`config.mk`:
```
export PLATFORM = sky130hd
export DESIGN_NAME = pipo_load_arbiter
export DESIGN_NICKNAME = d
export VERILOG_FILES = /design/src/rtl/pipo_arb_pkg.sv /design/src/rtl/pipo_rr_picker.sv /design/src/rtl/pipo_load_arbiter.sv
export SDC_FILE = /design/constraint.sdc
export NUM_CORES = 1
export LEC_CHECK = 0
export CAP_MARGIN = 20
export CORE_UTILIZATION = 35
export DETAILED_ROUTE_END_ITERATION = 10
export HOLD_SLACK_MARGIN = 0.15
export PLACE_DENSITY = 0.66
export SLEW_MARGIN = 20
export SYNTH_ARGS = -nofsm -noshare
export SYNTH_HDL_FRONTEND = slang
export SYNTH_SLANG_ARGS = --single-unit
```
`constraint.sdc`:
```
create_clock -name Clk_In -period 3.1 [get_ports Clk_In]
set_input_delay 0.62 -clock Clk_In [delete_from_list [all_inputs] [get_ports Clk_In]]
set_output_delay 0.62 -clock Clk_In [all_outputs]
set_load 0.05 [all_outputs]
```
`src/rtl/pipo_arb_pkg.sv`:
```
// Shared types and helpers for the PIPO load arbiter: FSM state encoding and index-width sizing.
package pipo_arb_pkg;

    localparam int STATE_W = 3;

    typedef enum logic [STATE_W-1:0] {
        IDLE    = 3'd0,
        GRANT   = 3'd1,
        LOAD    = 3'd2,
        HOLD    = 3'd3,
        RELEASE = 3'd4
    } state_t;

    // Width of an index into n items; never below one bit so n=1 still yields a legal vector.
    function automatic int owner_width(input int n);
        return (n > 1) ? $clog2(n) : 1;
    endfunction

endpackage

```
`src/rtl/pipo_rr_picker.sv`:
```
// Combinational round-robin picker: first asserted request searching circularly from last_i+1.
module pipo_rr_picker
    import pipo_arb_pkg::*;
#(
    parameter int NUM_REQ = 4,
    localparam int OW = owner_width(NUM_REQ)
) (
    input  logic [NUM_REQ-1:0] req_i,
    input  logic [OW-1:0]      last_i,
    output logic [NUM_REQ-1:0] grant_o,
    output logic [OW-1:0]      idx_o,
    output logic               valid_o
);

    int          cand;
    logic [OW-1:0] cand_idx;

    always_comb begin
        grant_o  = '0;
        idx_o    = last_i;
        valid_o  = 1'b0;
        cand     = 0;
        cand_idx = '0;
        for (int k = 1; k <= NUM_REQ; k++) begin
            cand = int'(last_i) + k;
            if (cand >= NUM_REQ) begin
                cand = cand - NUM_REQ;
            end
            cand_idx = OW'(cand);
            if (!valid_o && req_i[cand_idx]) begin
                valid_o           = 1'b1;
                idx_o             = cand_idx;
                grant_o[cand_idx] = 1'b1;
            end
        end
    end

endmodule

```
`src/rtl/pipo_load_arbiter.sv`:
```
// Round-robin arbiter and load sequencer sharing one PIPO holding register among NUM_REQ requesters.
// Optional readback check of the loaded value is built when PIPO_ARB_READBACK_EN is defined.
module pipo_load_arbiter
    import pipo_arb_pkg::*;
#(
    parameter int NUM_REQ     = 4,
    parameter int DATA_WIDTH  = 8,
    parameter int HOLD_CYCLES = 2
) (
    input  logic                            Clk_In,
    input  logic                            Reset_In,
    input  logic                            Enable_In,
    input  logic [NUM_REQ-1:0]              Req_In,
    input  logic [NUM_REQ*DATA_WIDTH-1:0]   Data_In,
`ifdef PIPO_ARB_READBACK_EN
    input  logic [DATA_WIDTH-1:0]           Reg_Readback_In,
    output logic                            Mismatch_Out,
`endif
    output logic [NUM_REQ-1:0]              Grant_Out,
    output logic [NUM_REQ-1:0]              Done_Out,
    output logic [owner_width(NUM_REQ)-1:0] Owner_Out,
    output logic                            Busy_Out,
    output logic                            Reg_Enable_Out,
    output logic                            Reg_Load_Out,
    output logic [DATA_WIDTH-1:0]           Reg_Data_Out
);

    localparam int OW = owner_width(NUM_REQ);
    localparam int CW = owner_width(HOLD_CYCLES);
    localparam logic [OW-1:0] OWNER_RST = OW'(NUM_REQ - 1);
    localparam logic [CW-1:0] CNT_LAST  = CW'(HOLD_CYCLES - 1);

    state_t                  state_q, state_d;
    logic [NUM_REQ-1:0]      grant_q, grant_d;
    logic [NUM_REQ-1:0]      done_q, done_d;
    logic [OW-1:0]           owner_q, owner_d;
    logic                    load_q, load_d;
    logic [DATA_WIDTH-1:0]   data_q, data_d;
    logic [CW-1:0]           cnt_q, cnt_d;
`ifdef PIPO_ARB_READBACK_EN
    logic                    mismatch_q, mismatch_d;
`endif

    logic [NUM_REQ-1:0]      pick_grant;
    logic [OW-1:0]           pick_idx;
    logic                    pick_valid;

    pipo_rr_picker #(
        .NUM_REQ (NUM_REQ)
    ) u_picker (
        .req_i   (Req_In),
        .last_i  (owner_q),
        .grant_o (pick_grant),
        .idx_o   (pick_idx),
        .valid_o (pick_valid)
    );

    always_ff @(posedge Clk_In or posedge Reset_In) begin
        if (Reset_In) begin
            state_q    <= IDLE;
            grant_q    <= '0;
            done_q     <= '0;
            owner_q    <= OWNER_RST;
            load_q     <= 1'b0;
            data_q     <= '0;
            cnt_q      <= '0;
`ifdef PIPO_ARB_READBACK_EN
            mismatch_q <= 1'b0;
`endif
        end else begin
            state_q    <= state_d;
            grant_q    <= grant_d;
            done_q     <= done_d;
            owner_q    <= owner_d;
            load_q     <= load_d;
            data_q     <= data_d;
            cnt_q      <= cnt_d;
`ifdef PIPO_ARB_READBACK_EN
            mismatch_q <= mismatch_d;
`endif
        end
    end

    always_comb begin
        state_d = state_q;
        grant_d = grant_q;
        done_d  = '0;
        owner_d = owner_q;
        load_d  = 1'b0;
        data_d  = data_q;
        cnt_d   = cnt_q;
`ifdef PIPO_ARB_READBACK_EN
        mismatch_d = mismatch_q;
`endif
        // Dropping enable abandons the transaction silently; owner and data survive for the next round.
        if (!Enable_In) begin
            state_d = IDLE;
            grant_d = '0;
            cnt_d   = '0;
        end else begin
            unique case (state_q)
                IDLE: begin
                    if (pick_valid) begin
                        grant_d = pick_grant;
                        owner_d = pick_idx;
                        state_d = GRANT;
                    end
                end
                GRANT: begin
                    data_d = Data_In[owner_q*DATA_WIDTH +: DATA_WIDTH];
                    if (!Req_In[owner_q]) begin
                        grant_d = '0;
                        state_d = IDLE;
                    end else begin
                        load_d  = 1'b1;
                        state_d = LOAD;
                    end
                end
                LOAD: begin
                    cnt_d   = '0;
                    state_d = HOLD;
                end
                HOLD: begin
`ifdef PIPO_ARB_READBACK_EN
                    if (cnt_q == '0 && Reg_Readback_In != data_q) begin
                        mismatch_d = 1'b1;
                    end
`endif
                    if (cnt_q == CNT_LAST) begin
                        state_d = RELEASE;
                    end else begin
                        cnt_d = cnt_q + CW'(1);
                    end
                end
                RELEASE: begin
                    done_d  = grant_q;
                    grant_d = '0;
                    cnt_d   = '0;
                    state_d = IDLE;
                end
                default: begin
                    grant_d = '0;
                    state_d = IDLE;
                end
            endcase
        end
    end

    assign Grant_Out      = grant_q;
    assign Done_Out       = done_q;
    assign Owner_Out      = owner_q;
    assign Busy_Out       = (state_q != IDLE);
    assign Reg_Enable_Out = Enable_In;
    assign Reg_Load_Out   = load_q;
    assign Reg_Data_Out   = data_q;
`ifdef PIPO_ARB_READBACK_EN
    assign Mismatch_Out   = mismatch_q;
`endif

endmodule
```
[Word level (Yosys, flattened, before mapping)]
Index checks and enable logic that the tools add are counted.
Storage, ports and cells
  bits in registers: 23
  input bits: 39
  output and inout port bits: 21
Cells by class
  add/subtract/negate cells: 9
  $lt $le $gt $ge: 13
  eq/ne operators: 9
  shift operators: 1
  mux-type cells: 51
  bitwise operators: 3
  reductions and logical operators: 19
Operators by type and width (number)
  2-to-1 mux 4 bit: 9
  variable part select 32 x 6 -> 8 bit: 1
  2-to-1 mux 1 bit: 18
  2-to-1 mux 2 bit: 9
  less-than comparator 2 x 3 -> 1 bit (second input constant): 5
  bitwise OR 4 bit: 3
  case mux 3 bit (4 select lines): 1
  case mux 4 bit (3 select lines): 1
  binary-select mux 1 bit (select 2 bit): 5
  greater-or-equal comparator 3 bit (second input constant): 3
  2-to-1 mux 3 bit: 3
  != test 3 bit (second input constant): 3
  demux 1 bit (select 2 bit): 4
  greater-or-equal comparator 2 x 1 -> 1 bit (second input constant): 4
  subtractor 2 x 1 -> 2 bit (second input constant): 4
  logical AND 1 bit: 7
  adder 2 x 2 -> 3 bit (second input constant): 2
  == test 3 x 2 -> 1 bit (second input constant): 2
  adder 2 x 3 -> 4 bit (second input constant): 1
  greater-or-equal comparator 4 x 3 -> 1 bit (second input constant): 1
  AND reduction 2 bit: 2
  AND reduction 4 bit: 1
  nonzero test 4 bit: 1
  OR reduction 2 bit: 2
  11 further kinds: 13

[Depth between registers and ports, before layout]
Gate-level depths: netlist of the first run.
  word-level depth: 18
  depth in mapped cells: 9
  depth with buffers taken out: 7

[Hierarchy]
From an unflattened synthesis of the first run, not the netlist that was laid out.
Second synthesis, totals
  cell total of the unflattened synthesis: 146
  area, all modules: 1679.1 um^2
By module, submodules not included
  pipo_load_arbiter: instances 1, cells an instance 75, area each 1167.4 um^2, seq. area each 578.1 um^2
  pipo_rr_picker: instances 1, cells an instance 71, area each 511.7 um^2, seq. area each 0.0 um^2

[Worst setup path before layout of the first run]
Ideal clock, no wire load.
  kind: reg2reg
  from: reg owner_q[0], in the netlist Owner_Out[0]
  to: reg grant_q[1], in the netlist Grant_Out[1]
  library setup time: 0.128 ns
  data arrival time: 2.474 ns
  required time: 2.972 ns
  path slack: 0.498 ns
  cell stages (with the launch flop): 9
  path through: dfstp_2 buf_6 inv_1 ha_1 clkbuf_1 mux4_2 nor2b_2 a221oi_1 o21ai_1
On the way
  cells in the longest elaborated chain, start to end: 18
  elaborated cells on any way between the ends: 69
  classes of those cells: add/sub: 8; order compare: 12; eq/ne: 2; mux: 33; bitwise: 3; reduce/logical: 11
Ends and longest elaborated chain
  start: declaration: RTL line pipo_load_arbiter.sv:36  | logic [OW-1:0] owner_q, owner_d;
  start signal: assignment: RTL line pipo_load_arbiter.sv:74  | owner_q <= owner_d;
  parallel branches: the longest is 18 deep, another holds adder 2 x 1 -> 3 bit
  end signal: assignment: RTL line pipo_load_arbiter.sv:72  | grant_q <= grant_d;
  end: declaration: RTL line pipo_load_arbiter.sv:34  | logic [NUM_REQ-1:0] grant_q, grant_d;
Several ways; the timed one is not identified. The select of a mux whose other input is x is not followed.
A chain may end at the register's enable or synchronous reset.

[Worst setup path in the final report of the first run]
  from: reg owner_q[0], in the netlist Owner_Out[0]
  to: reg grant_q[0], in the netlist Grant_Out[0]
Same word-level chain as after synthesis.

==> results of run 1 <==
==> worst min path at each step <==
stage               startpoint               to  slack (ns)  cells after the start
4_1_cts        Reg_Data_Out[2]  Reg_Data_Out[2]        0.51                      1
6_report       Reg_Data_Out[2]  Reg_Data_Out[2]        0.51                      1
2_1_floorplan       state_q[2]            cnt_q        0.49                      1
3_3_place_gp   Reg_Data_Out[5]  Reg_Data_Out[5]        0.49                      1
3_5_place_dp   Reg_Data_Out[2]  Reg_Data_Out[2]        0.49                      1
5_1_grt        Reg_Data_Out[2]  Reg_Data_Out[2]        0.52                      1
==> power groups by stage <==
| stage | logic [mW] | registers, mW | clock network (mW) |
|---|---|---|---|
| after floorplan | 0.675 | 0.817 | 0 |
| after global placement | 1.34 | 0.505 | 0 |
| after detailed placement | 1.37 | 0.511 | 0 |
| after CTS | 1.38 | 0.504 | 0.190 |
| after global routing | 1.47 | 0.517 | 0.203 |
| final | 1.37 | 0.502 | 0.184 |
==> cells by family (layout without fill, tap and decap cells) <==
group           Yosys count  in the layout
compound gates           36             36
simple gates             33             33
mux                      24             24
flops                    23             23
buf+inv                  15             72
fa+ha+maj                 8              8
xor+xnor                  1              1
==> critical path: stages (launching register included) <==
cell and delay, ns:
dfstp_2 0.72, inv_1 0.18, ha_1 0.53, mux4_2 0.47, o311a_1 0.39, a221o_1 0.26
==> cell usage in the layout, fill, tap and decap left out, types with 6 or more instances in the layout <==
| cell type | netlist | final |
|---|---|---|
| mux4_2 | 11 | 11 |
| ha_1 | 8 | 8 |
| dfrtp_1 | 21 | 21 |
| clkdlybuf4s50_1 | 0 | 59 |
| mux2_2 | 8 | 8 |
| o21ai_0 | 12 | 12 |
| nand2_1 | 6 | 6 |
| inv_1 | 6 | 6 |
==> routing by layer <==
layer / track usage [%] / routed length [microns]
met2: 27.5 / 1790
met5: 0 / 0
met1: 21.3 / 1660
met3: 3.05 / 304
met4: 4.31 / 36
==> metrics by stage <==
step | setup slack [ns] | hold WS, ns | power [mW] | instances | util (%)
2_1_floorplan | 0.498 | 0.490 | 1.49 | 140 | -
3_3_place_gp | 0.514 | 0.490 | 1.85 | 245 | 50.5
3_5_place_dp | 0.436 | 0.494 | 1.89 | 245 | 50.5
4_1_cts | 0.421 | 0.514 | 2.07 | 249 | 51.6
5_1_grt | 0.285 | 0.523 | 2.19 | 249 | 51.6
6_report | 0.427 | 0.509 | 2.06 | 249 | 51.6
==> sequential cells by signal, indices dropped and copies added, names as in the netlist <==
signal        cells
Done_Out          4
Reg_Data_Out      8
Grant_Out         4
cnt_q             1
Owner_Out         2
Reg_Load_Out      1
state_q           3
==> synthesized netlist by cell type (all sizes together) (3+ instances only) <==
cell | count | share of area (%)
mux2i | 5 | 3.2
ha | 8 | 6.3
mux2 | 8 | 5.7
or3 | 3 | 1.2
a21oi | 5 | 1.6
nand2 | 6 | 1.4
a221oi | 3 | 1.7
nor3 | 6 | 2.5
dfrtp | 21 | 33
a22oi | 3 | 1.4
buf | 7 | 3.6
mux4 | 11 | 16
inv | 6 | 1.4
o21ai | 15 | 4.7
and2 | 5 | 2.0
nand2b | 4 | 1.6
nor2 | 3 | 0.71
==> final cells by class <==
cell class,instances,share of cell area (%)
multi-input combinational,102,41.0
tap,52,2.90
clock inverter,1,0.223
clock buffer,3,1.84
timing repair buffer,62,27.3
sequential,23,25.7
inverter,6,1.00
==> impl_metrics.csv, run 1 <==
group,metric,value,unit
clock_network,worstSkewPairLatency,0.26,ns
worst_setup_path,reg2reg_to,"Grant_Out[0]",
drt,drc,0,
clock_network,root_buffer,"clkbuf_8",
worst_setup_path,required,3.25,ns
worst_setup_path,r2r_cells,5,
clock_network,cts_tree,"built",
timing,slew_headroom,43.6,%
placement,dp.final_hpwl,2950,microns
drt,postRouteAntennaNets,0,
clock_network,cts_sinks,23,
grt,grt_remaining_overflow,0,
timing,rsz0062_at_grt,"false",
timing,finClkSkew,0.00280,ns
synth,async_reset_ff_share,100,%
clock_network,h-tree-depth,1,
floorplanning,die_x,69.3,microns
synth,synthSimpleGateAreaFrac,12.2,%
synth,synth-seq-cells,23,
synth,synth_nets,187,
cells_and_area,layout-drive-gt1-share,16.8,%
synth,ys_types,39,
synth,synth_compound_area_share,14.6,%
worst_setup_path,timing.critical_path.from,"Owner_Out[0]",
pwr,p_int,1.07,mW
cells_and_area,multiInputGateArea,921,sq um
worst_setup_path,critPathCaptureType,"register",
timing,min_period_over_period,86.2,%
pwr,power_frac_comb,66.7,%
pwr,power_density,916,nW/um^2
synth,synthMuxAreaShare,24.5,%
floorplanning,core_region_area,4350,sq um
cells_and_area,nFillCells,399,
run,maxCapViolations,0,
timing,setup_viol,0,
synth,yosys_warnings,0,
pwr,seq_power_share,24.4,%
worst_setup_path,worstSetupEndpoint,"Grant_Out[0]",
floorplanning,ios,60,
timing,fmax,374,MHz
min_path,hp-class,"reg2reg",
clock_network,post_cts_buffers,0,
worst_setup_path,crit_fanout,13,
grt,grt_usage,16.2,%
drt,drtIter0Drc,42,
timing,worst_pin_slew,0.845,ns
synth,synthAdderAreaFrac,6.31,%
drt,wl_per_cell,15.2,microns
synth,synth_top_family_by_area,"multiplexers",
synth,synth.cell_area,1590,sq um
floorplanning,die-area,4800,sq um
synth,synth-edff-count,0,
drt,vias_per_cell,5.53,
pwr,ir_drop,0.545,mV
drt,routed_wirelength,3800,microns
worst_setup_path,worst_setup_path_start_kind,"register",
timing,setup_tns,0,ns
placement,gp_congestion,0.870,
clock_network,clkSlewWorstSetupHoldPaths,0.08,ns
grt,grt_pass1_vias,1288,
timing,slew_violations,0,
drt,vias,1376,
clock_network,hold_buffers,0,
worst_setup_path,r2r-start,"Owner_Out[0]",
worst_setup_path,crit_type,"reg2reg",
grt,grt_antenna_before_repair,0,
pwr,p_sw_share,47.9,%
timing,fin_crit,2.67,ns
status,status,"complete, no violations",
cells_and_area,nets,245,
cells_and_area,syn_to_final_growth,41.7,%
grt,grt_first_pass_wirelength,6330,microns
clock_network,cts_buffers,3,
floorplanning,start_util,36.4,%
synth,synthFlopType,"dfrtp_1",
pwr,clkPwrFrac,9.0,%
grt,grt_start_max_net_pins,24,
cells_and_area,antennaDiodeCount,0,
drt,drt_first_pass_iters,4,
cells_and_area,seq_area,578,sq um
synth,synthXorXnorAreaFrac,0.552,%
placement,port_buffers,59,
clock_network,cts_resized,0,
pwr,p_leak,0.898,nW
worst_setup_path,cp.arrival,2.82,ns
synth,synth_seq_area_share,36.5,%
floorplanning,std_cell_rows,24,
placement,dpl-instance-area,2200,sq um
synth,synth_area_per_cell,11.3,sq um
timing,hold_viol_final,0,
worst_setup_path,rrSetupSlack,0.43,ns
clock_network,cts_buffer_depth,2,
cells_and_area,design_area,2250,sq um
pwr,power_switching,0.986,mW
synth,netlist_instances,140,
floorplanning,die_h,69.3,microns
(Power assumes the default switching activity.)
==> run 2, diff against run 1 <==
- GPL_TIMING_DRIVEN: unset -> 0
- MAX_ROUTING_LAYER: unset -> met4
==> run 2 against run 1 <==
  * Fmax down 3.1%
  * Critical path depth increased by 3
  * Global-route usage rose by 0.68 points
  * Hold slack improved by 0.00065 ns
  * Cell count is 1.6% higher
  * Via count increased by 1.7%
  * Sequential cell count is the same
  * Sequential power about the same
  * Largest cell class unchanged
  * Sequential share of layout area down 0.24 points
  * Critical path type unchanged
==> impl_metrics.csv, run 2 (synthesis results as in run 1) <==
group,metric,value,unit
clock_network,cts_buffers,3,
timing,hold_viol_final,0,
worst_setup_path,critPathCaptureType,"register",
run,maxCapViolations,0,
drt,vias,1399,
worst_setup_path,critPathTopFamily,"buffers and inverters",
drt,drt_first_pass_iters,4,
worst_setup_path,crit_buf_inv,3,
placement,post-place-ws,0.414,ns
timing,worst_pin_slew,0.860,ns
clock_network,cts_buffer_depth,2,
cells_and_area,final_cell_mix,"clkdlybuf4s50_1 (57), dfrtp_1 (21), o21ai_0 (12)",
cells_and_area,syn_to_final_growth,43.0,%
timing,fmax,362,MHz
timing,slew_violations,0,
cells_and_area,nets,249,
drt,vias_per_cell,5.53,
floorplanning,die_x,69.3,microns
drt,drc,0,
drt,drtIter0Drc,76,
drt,routed_wirelength,3910,microns
worst_setup_path,worstPathCellList,"buf_6 > inv_1 > ha_1 > clkbuf_1 > mux4_2 > nor2b_2 > a221oi_1 > o21ai_1",
cells_and_area,final_common_cell,"clkdlybuf4s50_1",
floorplanning,start_util,36.4,%
timing,finClkSkew,0.00202,ns
grt,grt_first_pass_wirelength,6380,microns
placement,port_buffers,57,
clock_network,post_cts_buffers,0,
timing,slew_headroom,42.6,%
floorplanning,die-area,4800,sq um
clock_network,cts_resized,0,
worst_setup_path,cp_slowest_cell,"dfstp_2",
floorplanning,std_cell_rows,24,
clock_network,root_buffer,"clkbuf_8",
worst_setup_path,required,3.24,ns
floorplanning,core_region_area,4350,sq um
grt,grt_antenna_before_repair,0,
timing,setup_viol,0,
worst_setup_path,crit_fanout,10,
cells_and_area,largest_reg_flops,8,
cells_and_area,design_area,2270,sq um
worst_setup_path,slowest_delay,0.62,ns
cells_and_area,antennaDiodeCount,0,
clock_network,hold_buffers,0,
pwr,power_density,915,nW/um^2
timing,setup_tns,0,ns
grt,grt_usage,16.9,%
status,status,"complete, no violations",
worst_setup_path,rrSetupSlack,0.34,ns
clock_network,cts_sinks,23,
cells_and_area,nFillCells,371,
timing,hold_slack,0.510,ns
worst_setup_path,crit_type,"reg2reg",
min_path,hp-class,"reg2reg",
clock_network,h-tree-depth,1,
placement,gp_congestion,0.883,
floorplanning,die_h,69.3,microns
timing,min_period_over_period,89.0,%
worst_setup_path,worst_setup_path_start_kind,"register",
cells_and_area,layout-drive-gt1-share,18.4,%
grt,grt_pass1_vias,1404,
grt,grt_remaining_overflow,0,
floorplanning,ios,60,
clock_network,worstSkewPairLatency,0.26,ns
timing,rsz0062_at_grt,"false",
drt,postRouteAntennaNets,0,
grt,grt_start_max_net_pins,24,
clock_network,cts_tree,"built",
timing,fin_crit,2.76,ns
cells_and_area,final_util,52.1,%
worst_setup_path,cp.arrival,2.90,ns
pwr,ir_drop,0.443,mV
placement,dp.final_hpwl,3000,microns
drt,wl_per_cell,15.5,microns
clock_network,clkSlewWorstSetupHoldPaths,0.08,ns
placement,dpl-instance-area,2220,sq um
pwr,p_leak,0.914,nW
timing,fin_ws,0.340,ns
## run 2: final timing paths
check / startpoint / depth (start not counted) / to
min in group asynchronous: Reset_In / 2 / Reg_Data_Out[7]
setup reg to reg: Owner_Out[0] / 8 / Grant_Out[2]
max in group asynchronous: Reset_In / 2 / Reg_Data_Out[1]
hold / removal: Reg_Data_Out[6] / 1 / Reg_Data_Out[6]
setup / recovery: Owner_Out[0] / 8 / Grant_Out[2]
hold reg to reg: Reg_Data_Out[6] / 1 / Reg_Data_Out[6]
## run 2: per-layer routing
layer  track usage (%)  part of all wire (%)
met5                 -                     0
met4              6.12                   1.3
met3              2.62                   7.4
met2              28.6                    46
met1              20.5                    45
## run 2: power breakdown
group	total (mW)	switching, mW	leakage, nW	internal (mW)
Combinational	1.40	0.816	0.596	0.579
Clock	0.180	0.0908	0.0255	0.0895
Sequential	0.499	0.0874	0.292	0.411
## run 2: cell type report
cell class                      count  area [sq um]  area share (%)
Clock buffer                        3          41.3            1.82
Timing Repair Buffer               57           571            25.2
Inverter                            6          22.5           0.993
Multi-Input combinational cell    102           921            40.6
Clock inverter                      1          5.00           0.221
Sequential cell                    23           578            25.5
Buffer                              9          63.8            2.81
Tap cell                           52          65.1            2.87
## run 2: metrics by stage
step                power, mW  instances
finish                   2.07        253
global route             2.21        253
CTS                      2.08        253
detailed placement       1.90        249
global placement         1.87        249
floorplan                1.49        140
==> run 3, diff against run 2 <==
- PLACE_DENSITY: 0.66 -> unset
- PLACE_DENSITY_LB_ADDON: unset -> 0.25
- clock period: 3.1 -> 2.3 ns (I/O delays scaled with it)
==> run 3 against run 2 <==
  * Combinational power is 64% higher
  * Critical path depth stayed put
  * Utilization is 3.7 points higher
  * Cell count is 4.7% higher
  * Hold slack better by 0.0072 ns
  * Sequential power is 37% higher
  * Final area is 7.1% higher
  * Register-to-register slack worse by 0.31 ns
  * Via count is 4.2% higher
  * Setup slack worse by 0.31 ns
  * Fmax is 22% higher
  * Total power is 55% higher
==> impl_metrics.csv, run 3 (synthesis results as in run 1) <==
group,metric,value,unit
timing,finClkSkew,0.00394,ns
worst_setup_path,r2r_cells,8,
cells_and_area,final_util,55.8,%
cells_and_area,nets,261,
worst_setup_path,critPathCaptureType,"register",
floorplanning,start_util,36.4,%
pwr,ir_drop,1.14,mV
cells_and_area,final_cell_mix,"clkdlybuf4s50_1 (55), dfrtp_1 (21), buf_4 (14)",
drt,drtIter0Drc,83,
timing,min_period_over_period,98.7,%
drt,drt_first_pass_iters,5,
drt,wl_per_cell,16.4,microns
worst_setup_path,r2r-start,"Owner_Out[1]",
worst_setup_path,cp.arrival,2.46,ns
timing,rsz0062_at_grt,"true",
drt,vias_per_cell,5.50,
grt,grt_usage,18.4,%
clock_network,cts_tree,"built",
timing,hold_viol_final,0,
floorplanning,std_cell_rows,24,
placement,dp.final_hpwl,3110,microns
grt,grt_pass1_vias,1475,
floorplanning,core_region_area,4350,sq um
cells_and_area,syn_to_final_growth,53.2,%
run,maxCapViolations,0,
status,status,"complete, no violations",
clock_network,clkSlewWorstSetupHoldPaths,0.08,ns
worst_setup_path,rrSetupSlack,0.03,ns
timing,slew_headroom,42.5,%
clock_network,cts_buffers,3,
min_path,hold_depth,1,
worst_setup_path,worstSetupPathDepth,8,
cells_and_area,antennaDiodeCount,0,
clock_network,root_buffer,"clkbuf_8",
worst_setup_path,worstPathCellList,"clkinvlp_4 > ha_4 > buf_8 > mux4_2 > nor3_4 > and3_4 > a22oi_1 > o21ai_1",
cells_and_area,largest_reg_flops,8,
floorplanning,die-area,4800,sq um
timing,setup_viol,0,
drt,routed_wirelength,4350,microns
worst_setup_path,worstSetupEndpoint,"Grant_Out[1]",
grt,grt_start_max_net_pins,24,
drt,postRouteAntennaNets,0,
clock_network,cts_sinks,23,
placement,port_buffers,57,
floorplanning,die_h,69.3,microns
timing,slew_violations,0,
clock_network,worstSkewPairLatency,0.27,ns
placement,gp_congestion,0.879,
worst_setup_path,worst_setup_path_start_kind,"register",
worst_setup_path,critPathTopFamily,"flip-flops",
drt,drc,0,
min_path,hp-class,"reg2reg",
pwr,power_density,1330,nW/um^2
worst_setup_path,timing.critical_path.from,"Owner_Out[1]",
placement,dp.cells,249,
floorplanning,die_x,69.3,microns
timing,fin_crit,2.27,ns
grt,grt_antenna_before_repair,0,
grt,grt_first_pass_wirelength,6910,microns
grt,grt_remaining_overflow,0,
worst_setup_path,crit_type,"reg2reg",
cells_and_area,final_cells,265,
cells_and_area,layout-drive-gt1-share,26.8,%
floorplanning,ios,60,
worst_setup_path,crit_buf_inv,2,
worst_setup_path,reg2reg_to,"Grant_Out[1]",
worst_setup_path,slowest_delay,0.68,ns
clock_network,cts_buffer_depth,2,
cells_and_area,final_common_cell,"clkdlybuf4s50_1",
timing,worst_pin_slew,0.858,ns
worst_setup_path,required,2.49,ns
clock_network,hold_buffers,0,
clock_network,h-tree-depth,1,
worst_setup_path,cp_slowest_cell,"dfstp_4",
drt,vias,1458,
timing,fmax,441,MHz
worst_setup_path,crit_fanout,7,
min_path,min-delay-start,"Reg_Data_Out[5]",
pwr,p_leak,0.991,nW
-- run 3: cell types whose count changed in the layout (fill, tap and decap cells not counted), moves of 2 or more --
| cell | delta |
|---|---|
| dfstp_4 | +2 |
| clkdlybuf4s50_1 | -2 |
| buf_4 | +13 |
| dfstp_2 | -2 |
| a221oi_1 | -3 |
| a221oi_2 | +3 |
| inv_1 | -2 |
| dlygate4sd2_1 | +2 |
-- run 3: power by group --
group	leakage, nW	total (mW)	internal (mW)	switching (mW)
registers	0.294	0.685	0.566	0.119
logic	0.672	2.29	1.03	1.26
clock network	0.0255	0.252	0.121	0.131
-- run 3: repair_timing --
| item | CTS | global route |
|---|---|---|
| gates resized for setup | 5 | 7 |
| buffers inserted | 6 | 7 |
| endpoints found under the setup margin | 7 | 4 |
| pin swaps | 0 | 4 |
-- run 3: stage by stage --
stage	TNS (ns)	hold slack, ns	setup slack, ns	area (sq um)	total power, mW
after floorplan	0	0.460	0.00365	1620	2.10
after global placement	-0.618	0.488	-0.0873	2260	2.60
after detailed placement	-0.960	0.501	-0.0967	2260	2.66
after CTS	0	0.518	0.0205	2360	3.02
after global routing	-0.0687	0.535	-0.0316	2430	3.39
final	0	0.517	0.0302	2430	3.22
-- run 3: worst min-delay path by stage --
stage / slack [ns] / end
after CTS: 0.52 / Reg_Data_Out[6]
after detailed placement: 0.50 / Reg_Data_Out[6]
after global placement: 0.49 / Reg_Data_Out[6]
final: 0.52 / Reg_Data_Out[5]
after floorplan: 0.46 / Done_Out[0]
after global routing: 0.54 / Reg_Data_Out[4]
-- run 3: area by class of cell --
cell class	instances	area, sq um
tap	52	65.1
clock inverter	1	5.00
multi-input combinational	102	973
clock buffer	3	41.3
buffer	8	63.8
inverter	6	28.8
timing repair buffer	70	666
sequential	23	586
fill	368	1930
-- run 3: routing by layer --
metal | global-route usage, % | wire (microns) | up-vias
met4 | 9.07 | 117 | 0
li1 | - | - | 678
met3 | 3.34 | 212 | 11
met2 | 29.2 | 2190 | 59
met1 | 22.7 | 1830 | 710
met5 | - | 0 | -
